### src/rtl/lsu_pkg.sv
// Shared op codes, FSM encoding and address constants for the load/store unit.
// Also provides the request-legality helper used at accept time.
package lsu_pkg;

  typedef enum logic [2:0] {
    OP_LW  = 3'b000,
    OP_LB  = 3'b001,
    OP_LBU = 3'b010,
    OP_SW  = 3'b100,
    OP_SB  = 3'b101
  } op_e;

  typedef enum logic [1:0] {
    S_IDLE  = 2'd0,
    S_READ  = 2'd1,
    S_WRITE = 2'd2,
    S_RESP  = 2'd3
  } state_e;

  localparam int unsigned WORD_SHIFT = 2;

  // Illegal op, or word access not aligned to a word boundary.
  function automatic logic req_err(
    input logic [2:0] op,
    input logic [1:0] lo
  );
    logic e;
    case (op)
      OP_LW, OP_SW:  e = (lo != 2'b00);
      OP_LB, OP_LBU,
      OP_SB:         e = 1'b0;
      default:       e = 1'b1;
    endcase
    return e;
  endfunction

endpackage

### src/rtl/lsu_byte_lane.sv
// Byte extract (sign/zero extend) and byte merge on a 32-bit word.
// Ports: word_i, lane_i, sext_i, byte_i in; ext_o, merge_o out.
module lsu_byte_lane (
  input  logic [31:0] word_i,
  input  logic [1:0]  lane_i,
  input  logic        sext_i,
  input  logic [7:0]  byte_i,
  output logic [31:0] ext_o,
  output logic [31:0] merge_o
);

  logic [7:0] sel;

  // Little-endian lanes: lane k is bits [8k+7:8k].
  always_comb begin
    sel = word_i[{lane_i, 3'b000} +: 8];
    ext_o = {{24{sext_i & sel[7]}}, sel};
    merge_o = word_i;
    merge_o[{lane_i, 3'b000} +: 8] = byte_i;
  end

endmodule

### src/rtl/load_store_unit.sv
// Load/store unit: IDLE/READ/WRITE/RESP FSM between CPU and word memory.
// Ports: Clk, Reset, CPU req (i_Valid/i_Op/i_Addr/i_WData), resp, mem bus.
module load_store_unit
  import lsu_pkg::*;
(
  input  logic        Clk,
  input  logic        Reset,
  input  logic        i_Valid,
  input  logic [2:0]  i_Op,
  input  logic [31:0] i_Addr,
  input  logic [31:0] i_WData,
  output logic        o_Ready,
  output logic        o_Done,
  output logic        o_Err,
  output logic [31:0] o_RData,
  output logic [31:0] o_A,
  output logic        o_WE,
  output logic [31:0] o_D,
  input  logic [31:0] i_D
);

  state_e      state_q, state_d;
  logic [2:0]  op_q;
  logic [31:0] addr_q;
  logic [31:0] wdata_q;
  logic [31:0] rword_q;
  logic        err_q;
  logic        accept;
  logic [31:0] ext;
  logic [31:0] merge;

  assign o_Ready = (state_q == S_IDLE) & ~Reset;
  assign accept  = i_Valid & o_Ready;

  always_ff @(posedge Clk) begin
    if (Reset) state_q <= S_IDLE;
    else       state_q <= state_d;
  end

  always_comb begin
    state_d = state_q;
    unique case (state_q)
      S_IDLE: begin
        if (accept) begin
          if (req_err(i_Op, i_Addr[1:0])) state_d = S_RESP;
          else if (i_Op == OP_SW)         state_d = S_WRITE;
          else                            state_d = S_READ;
        end
      end
      S_READ:  state_d = (op_q == OP_SB) ? S_WRITE : S_RESP;
      S_WRITE: state_d = S_RESP;
      S_RESP:  state_d = S_IDLE;
      default: state_d = S_IDLE;
    endcase
  end

  always_ff @(posedge Clk) begin
    if (Reset) begin
      op_q    <= '0;
      addr_q  <= '0;
      wdata_q <= '0;
      rword_q <= '0;
      err_q   <= 1'b0;
    end else begin
      if (accept) begin
        op_q    <= i_Op;
        addr_q  <= i_Addr;
        wdata_q <= i_WData;
        err_q   <= req_err(i_Op, i_Addr[1:0]);
      end
      if (state_q == S_READ) rword_q <= i_D;
    end
  end

  lsu_byte_lane u_lane (
    .word_i  (rword_q),
    .lane_i  (addr_q[1:0]),
    .sext_i  (op_q == OP_LB),
    .byte_i  (wdata_q[7:0]),
    .ext_o   (ext),
    .merge_o (merge)
  );

  always_comb begin
    o_Done  = 1'b0;
    o_Err   = 1'b0;
    o_RData = '0;
    o_A     = '0;
    o_WE    = 1'b0;
    o_D     = '0;
    unique case (state_q)
      S_READ: o_A = addr_q >> WORD_SHIFT;
      S_WRITE: begin
        o_A  = addr_q >> WORD_SHIFT;
        o_WE = 1'b1;
        o_D  = (op_q == OP_SB) ? merge : wdata_q;
      end
      S_RESP: begin
        o_Done = 1'b1;
        o_Err  = err_q;
        if (!err_q) begin
          case (op_q)
            OP_LW:         o_RData = rword_q;
            OP_LB, OP_LBU: o_RData = ext;
            default:       o_RData = '0;
          endcase
        end
      end
      default: ;
    endcase
  end

endmodule

### config.mk
export PLATFORM = sky130hd
export DESIGN_NAME = load_store_unit
export DESIGN_NICKNAME = d
export VERILOG_FILES = /design/src/rtl/lsu_pkg.sv /design/src/rtl/lsu_byte_lane.sv /design/src/rtl/load_store_unit.sv
export SDC_FILE = /design/constraint.sdc
export NUM_CORES = 1
export LEC_CHECK = 0
export ABC_AREA = 0
export CAP_MARGIN = 20
export CORE_UTILIZATION = 40
export CTS_BUF_LIST = sky130_fd_sc_hd__clkbuf_4 sky130_fd_sc_hd__clkbuf_8
export CTS_CLUSTER_SIZE = 25
export DETAILED_ROUTE_END_ITERATION = 6
export PLACE_DENSITY = 0.78
export SLEW_MARGIN = 20
export SYNTH_ARGS = -nofsm -noshare
export SYNTH_HDL_FRONTEND = slang
export SYNTH_SLANG_ARGS = --single-unit
### constraint.sdc
create_clock -name Clk -period 3.4 [get_ports Clk]
set_input_delay 0.34 -clock Clk [delete_from_list [all_inputs] [get_ports Clk]]
set_output_delay 0.34 -clock Clk [all_outputs]
set_load 0.1 [all_outputs]
==> report_table.html <==
<table>
<tr><th>Metric</th><th>Value</th></tr>
<tr><th colspan="2">Timing</th></tr>
<tr><td>Final total negative setup slack</td><td>0 ps</td></tr>
<tr><td>Period minus WS final</td><td>3060 ps</td></tr>
<tr><td>Unrepaired setup endpoints after global routing</td><td>false</td></tr>
<tr><td>Post-route clock period utilization</td><td>89.9%</td></tr>
<tr><td>Worst Clk Skew</td><td>8.31 ps</td></tr>
<tr><td>Final Worst Setup Slack</td><td>344 ps</td></tr>
<tr><td>Headroom to the max-slew limit</td><td>31.7%</td></tr>
<tr><td>Final Setup Violations</td><td>0</td></tr>
<tr><td>Max Transition Viols Final</td><td>0</td></tr>
<tr><td>Slew of the pin with the lowest slew margin</td><td>1030 ps</td></tr>
<tr><td>Number of hold violations in the final report</td><td>0</td></tr>
<tr><td>Max Clk Rate</td><td>327 MHz</td></tr>
<tr><th colspan="2">Pwr</th></tr>
<tr><td>Total power after layout</td><td>5.32 mW</td></tr>
<tr><td>LEAKAGE</td><td>3.00 nW</td></tr>
<tr><td>Total power density per cell area</td><td>654 mW/mm^2</td></tr>
<tr><td>Peak supply drop</td><td>0.392 mV</td></tr>
<tr><th colspan="2">Layout</th></tr>
<tr><td>Layout fillers</td><td>1200</td></tr>
<tr><td>Final Instance Area</td><td>0.00814 mm^2</td></tr>
<tr><td>Antenna Diode Count</td><td>0</td></tr>
<tr><td>Layout Nets</td><td>968</td></tr>
<tr><td>Area growth from synthesis to layout</td><td>47.9%</td></tr>
<tr><td>Count of non-filler cells in the finished layout</td><td>1035</td></tr>
<tr><td>Layout cells sized above 1</td><td>22.5%</td></tr>
<tr><th colspan="2">Synth</th></tr>
<tr><td>Library cells used by synthesis</td><td>48</td></tr>
<tr><td>Register area share after synthesis</td><td>37.1%</td></tr>
<tr><td>Post-synthesis instance area</td><td>0.00551 mm^2</td></tr>
<tr><td>Average footprint of a synthesized cell</td><td>7.93 um^2</td></tr>
<tr><td>Cell count after synthesis</td><td>694</td></tr>
<tr><td>Area leader, netlist</td><td>dfxtp_1</td></tr>
<tr><td>Number of warnings issued by yosys</td><td>0</td></tr>
<tr><td>Number of flip-flops and latches in the synthesized netlist</td><td>102</td></tr>
<tr><td>Post-synth EDFFs</td><td>0</td></tr>
<tr><td>Most used flip-flop cell after synthesis</td><td>dfxtp_1</td></tr>
<tr><td>Top area cells in the synthesized netlist</td><td>dfxtp_1 (37%), nand2_1 (11%), o21ai_0 (7.9%)</td></tr>
<tr><td>Asr flop ratio synth</td><td>0%</td></tr>
<tr><td>Proportion of netlist area held by the largest area contributor</td><td>37.1%</td></tr>
<tr><th colspan="2">Route</th></tr>
<tr><td>Aggregate routed wire length</td><td>17700 um</td></tr>
<tr><td>TritonRoute pass-1 iters</td><td>7</td></tr>
<tr><td>Detail Route Antenna Nets</td><td>0</td></tr>
<tr><td>Drt initial violations</td><td>541</td></tr>
<tr><td>Vias per inst</td><td>5.29</td></tr>
<tr><td>Via total after detailed routing</td><td>5473</td></tr>
<tr><td>Routed len/inst</td><td>17.1 um</td></tr>
<tr><td># DRC</td><td>0</td></tr>
<tr><th colspan="2">Clock tree</th></tr>
<tr><td>Clock slew seen by the registers of the worst setup and hold paths</td><td>100 ps</td></tr>
<tr><td>Resized Gates After CTS</td><td>0</td></tr>
<tr><td>Clock latency reported for the late side of the worst-skew pair</td><td>390 ps</td></tr>
<tr><td>H-Tree Depth</td><td>3</td></tr>
<tr><td>Count of buffers added by post-CTS timing repair for setup</td><td>0</td></tr>
<tr><td>CTS buffer count</td><td>9</td></tr>
<tr><td>Hold-fix buffers at CTS</td><td>0</td></tr>
<tr><td>Clk root buf</td><td>clkbuf_8</td></tr>
<tr><td>TritonCTS clock tree</td><td>done</td></tr>
<tr><td>Maximum root-to-sink buffer count</td><td>2</td></tr>
<tr><td>Number of clock sinks</td><td>102</td></tr>
<tr><th colspan="2">Status</th></tr>
<tr><td>Run status</td><td>finished clean</td></tr>
<tr><th colspan="2">Worst setup path</th></tr>
<tr><td>Data arrival time of the worst path</td><td>2720 ps</td></tr>
<tr><td>Capturing element type of the critical path</td><td>output pin</td></tr>
<tr><td>Type of the setup path with the least slack</td><td>reg2out</td></tr>
<tr><td>Req. time, crit path</td><td>3060 ps</td></tr>
<tr><td>Maximum fanout along the worst path</td><td>11</td></tr>
<tr><td>Startpoint type of the worst setup path</td><td>flop</td></tr>
<tr><th colspan="2">Floorplanning</th></tr>
<tr><td>Standard-cell row count</td><td>42</td></tr>
<tr><td>Core Footprint</td><td>0.0133 mm^2</td></tr>
<tr><td>Initial Utilization</td><td>41.2%</td></tr>
<tr><td>Width of the chip</td><td>119 um</td></tr>
<tr><td>Die Y-Extent</td><td>119 um</td></tr>
<tr><td>Die area</td><td>0.0142 mm^2</td></tr>
<tr><td>I/O Pins</td><td>202</td></tr>
<tr><th colspan="2">Placed design</th></tr>
<tr><td>Routability congestion estimate from global placement</td><td>0.887</td></tr>
<tr><td>Setup slack after placement</td><td>817 ps</td></tr>
<tr><td>DP HPWL</td><td>13200 um</td></tr>
<tr><td>Count of placed standard cells including taps</td><td>1021</td></tr>
<tr><td>Total cell area at the placement stage</td><td>0.00793 mm^2</td></tr>
<tr><td>Number of buffers inserted by port buffering</td><td>199</td></tr>
<tr><th colspan="2">Global route</th></tr>
<tr><td>Number of antenna violations at the first check in global routing</td><td>0</td></tr>
<tr><td>GRT met3 Usage</td><td>6.32%</td></tr>
<tr><td>Global routing's busiest layer</td><td>met2</td></tr>
<tr><td>Largest net degree at the start of global routing</td><td>67</td></tr>
<tr><td>First-pass GRT wire length</td><td>27600 um</td></tr>
<tr><td>Remaining Overflow, GRT</td><td>0</td></tr>
<tr><td>Met2 track utilization from global routing</td><td>39.9%</td></tr>
<tr><td>Met1 Usage GRT</td><td>31.3%</td></tr>
<tr><td>Vias in the first global route</td><td>5181</td></tr>
<tr><td>Overall track demand over capacity in global routing</td><td>25.2%</td></tr>
<tr><th colspan="2">Job</th></tr>
<tr><td>Maximum Capacitance Violations</td><td>0</td></tr>
<tr><th colspan="2">Worst hold path</th></tr>
<tr><td>Kind of path behind the tightest hold check</td><td>reg2reg</td></tr>
</table>
==> cells by family after synthesis <==
| kind of cell | synth area share (%) |
|---|---|
| compound gates | 20.5 |
| buf+inv | 6.05 |
| other cells | 0.0681 |
| xor+xnor | 0.159 |
| mux | 9.41 |
| flops | 37.1 |
| fa+ha+maj | 2.27 |
| simple gates | 24.5 |
==> cells in the final DEF, fill, tap and decap left out, types with 16 or more instances in the layout <==
cell and n:
and2_1 31, clkdlybuf4s50_1 101, a21oi_2 37, a31oi_1 16, nor2b_1 17, dfxtp_1 102, mux2i_1 33, buf_12 42
buf_4 69, o21ai_0 87, nor2_1 35, nand2_1 166
==> flip-flops by register name, indices dropped and copies added, names as in the netlist <==
name,count
wdata_q,32
rword_q,32
err_q,1
state_q,2
addr_q,32
op_q,3
==> power by group <==
part           leakage (nW)  switching [mW]  internal (mW)
Sequential            0.836           0.283           1.46
Combinational          2.06            1.83          0.898
Clock                 0.104           0.423          0.425
Total                  3.00            2.54           2.79
==> area by class of cell <==
class	instances	area (um^2)	area share (%)
sequential	102	2040	25.1
inverter	5	20.0	0.246
clock inverter	4	72.6	0.891
multi-input combinational	526	3280	40.3
clock buffer	10	138	1.69
tap	176	220	2.70
timing repair buffer	212	2370	29.1
==> final timing paths <==
path	startpoint	to	slack [ps]	cells after the start
hold reg to reg	addr_q[24]$_SDFFE_PP0P_	addr_q[24]$_SDFFE_PP0P_	450	2
hold / removal	addr_q[24]$_SDFFE_PP0P_	addr_q[24]$_SDFFE_PP0P_	450	2
setup / recovery	addr_q[1]$_SDFFE_PP0P_	o_D[18]	340	6
setup reg to reg	state_q[0]$_SDFFE_PP0P_	addr_q[16]$_SDFFE_PP0P_	1540	5
==> synthesized netlist by cell type, drive strengths merged (2+ instances only) <==
cell type,number
a21boi,8
buf,31
o21ai,98
and2,31
nor3b,3
inv,5
ha,10
o31ai,3
and3b,3
nor2,35
nand3b,8
mux4,8
mux2i,33
a31oi,23
a22o,8
nand2b,10
and4bb,2
nor2b,17
a21oi,41
dfxtp,102
nor4bb,2
clkbuf,31
nand2,167
==> critical path: stages (launching register included) <==
cell and delay (ps):
dfxtp_1 600, inv_1 180, ha_1 390, nor4b_4 540, a31oi_1 190, a21oi_2 240
buf_12 200
==> layer usage <==
layer | vias to the layer above | wire length [um]
met5 | - | 0
met4 | 0 | 787
met3 | 53 | 1280
met2 | 239 | 8240
met1 | 2500 | 7400
li1 | 2681 | -
==> per-stage QoR <==
step	hold WS [ps]	util (%)
final	452	61.0
after global routing	472	61.0
after CTS	454	61.0
after detailed placement	439	59.4
after global placement	431	59.4
after floorplan	424	-
No activity file was read; power rests on OpenSTA's default activity.
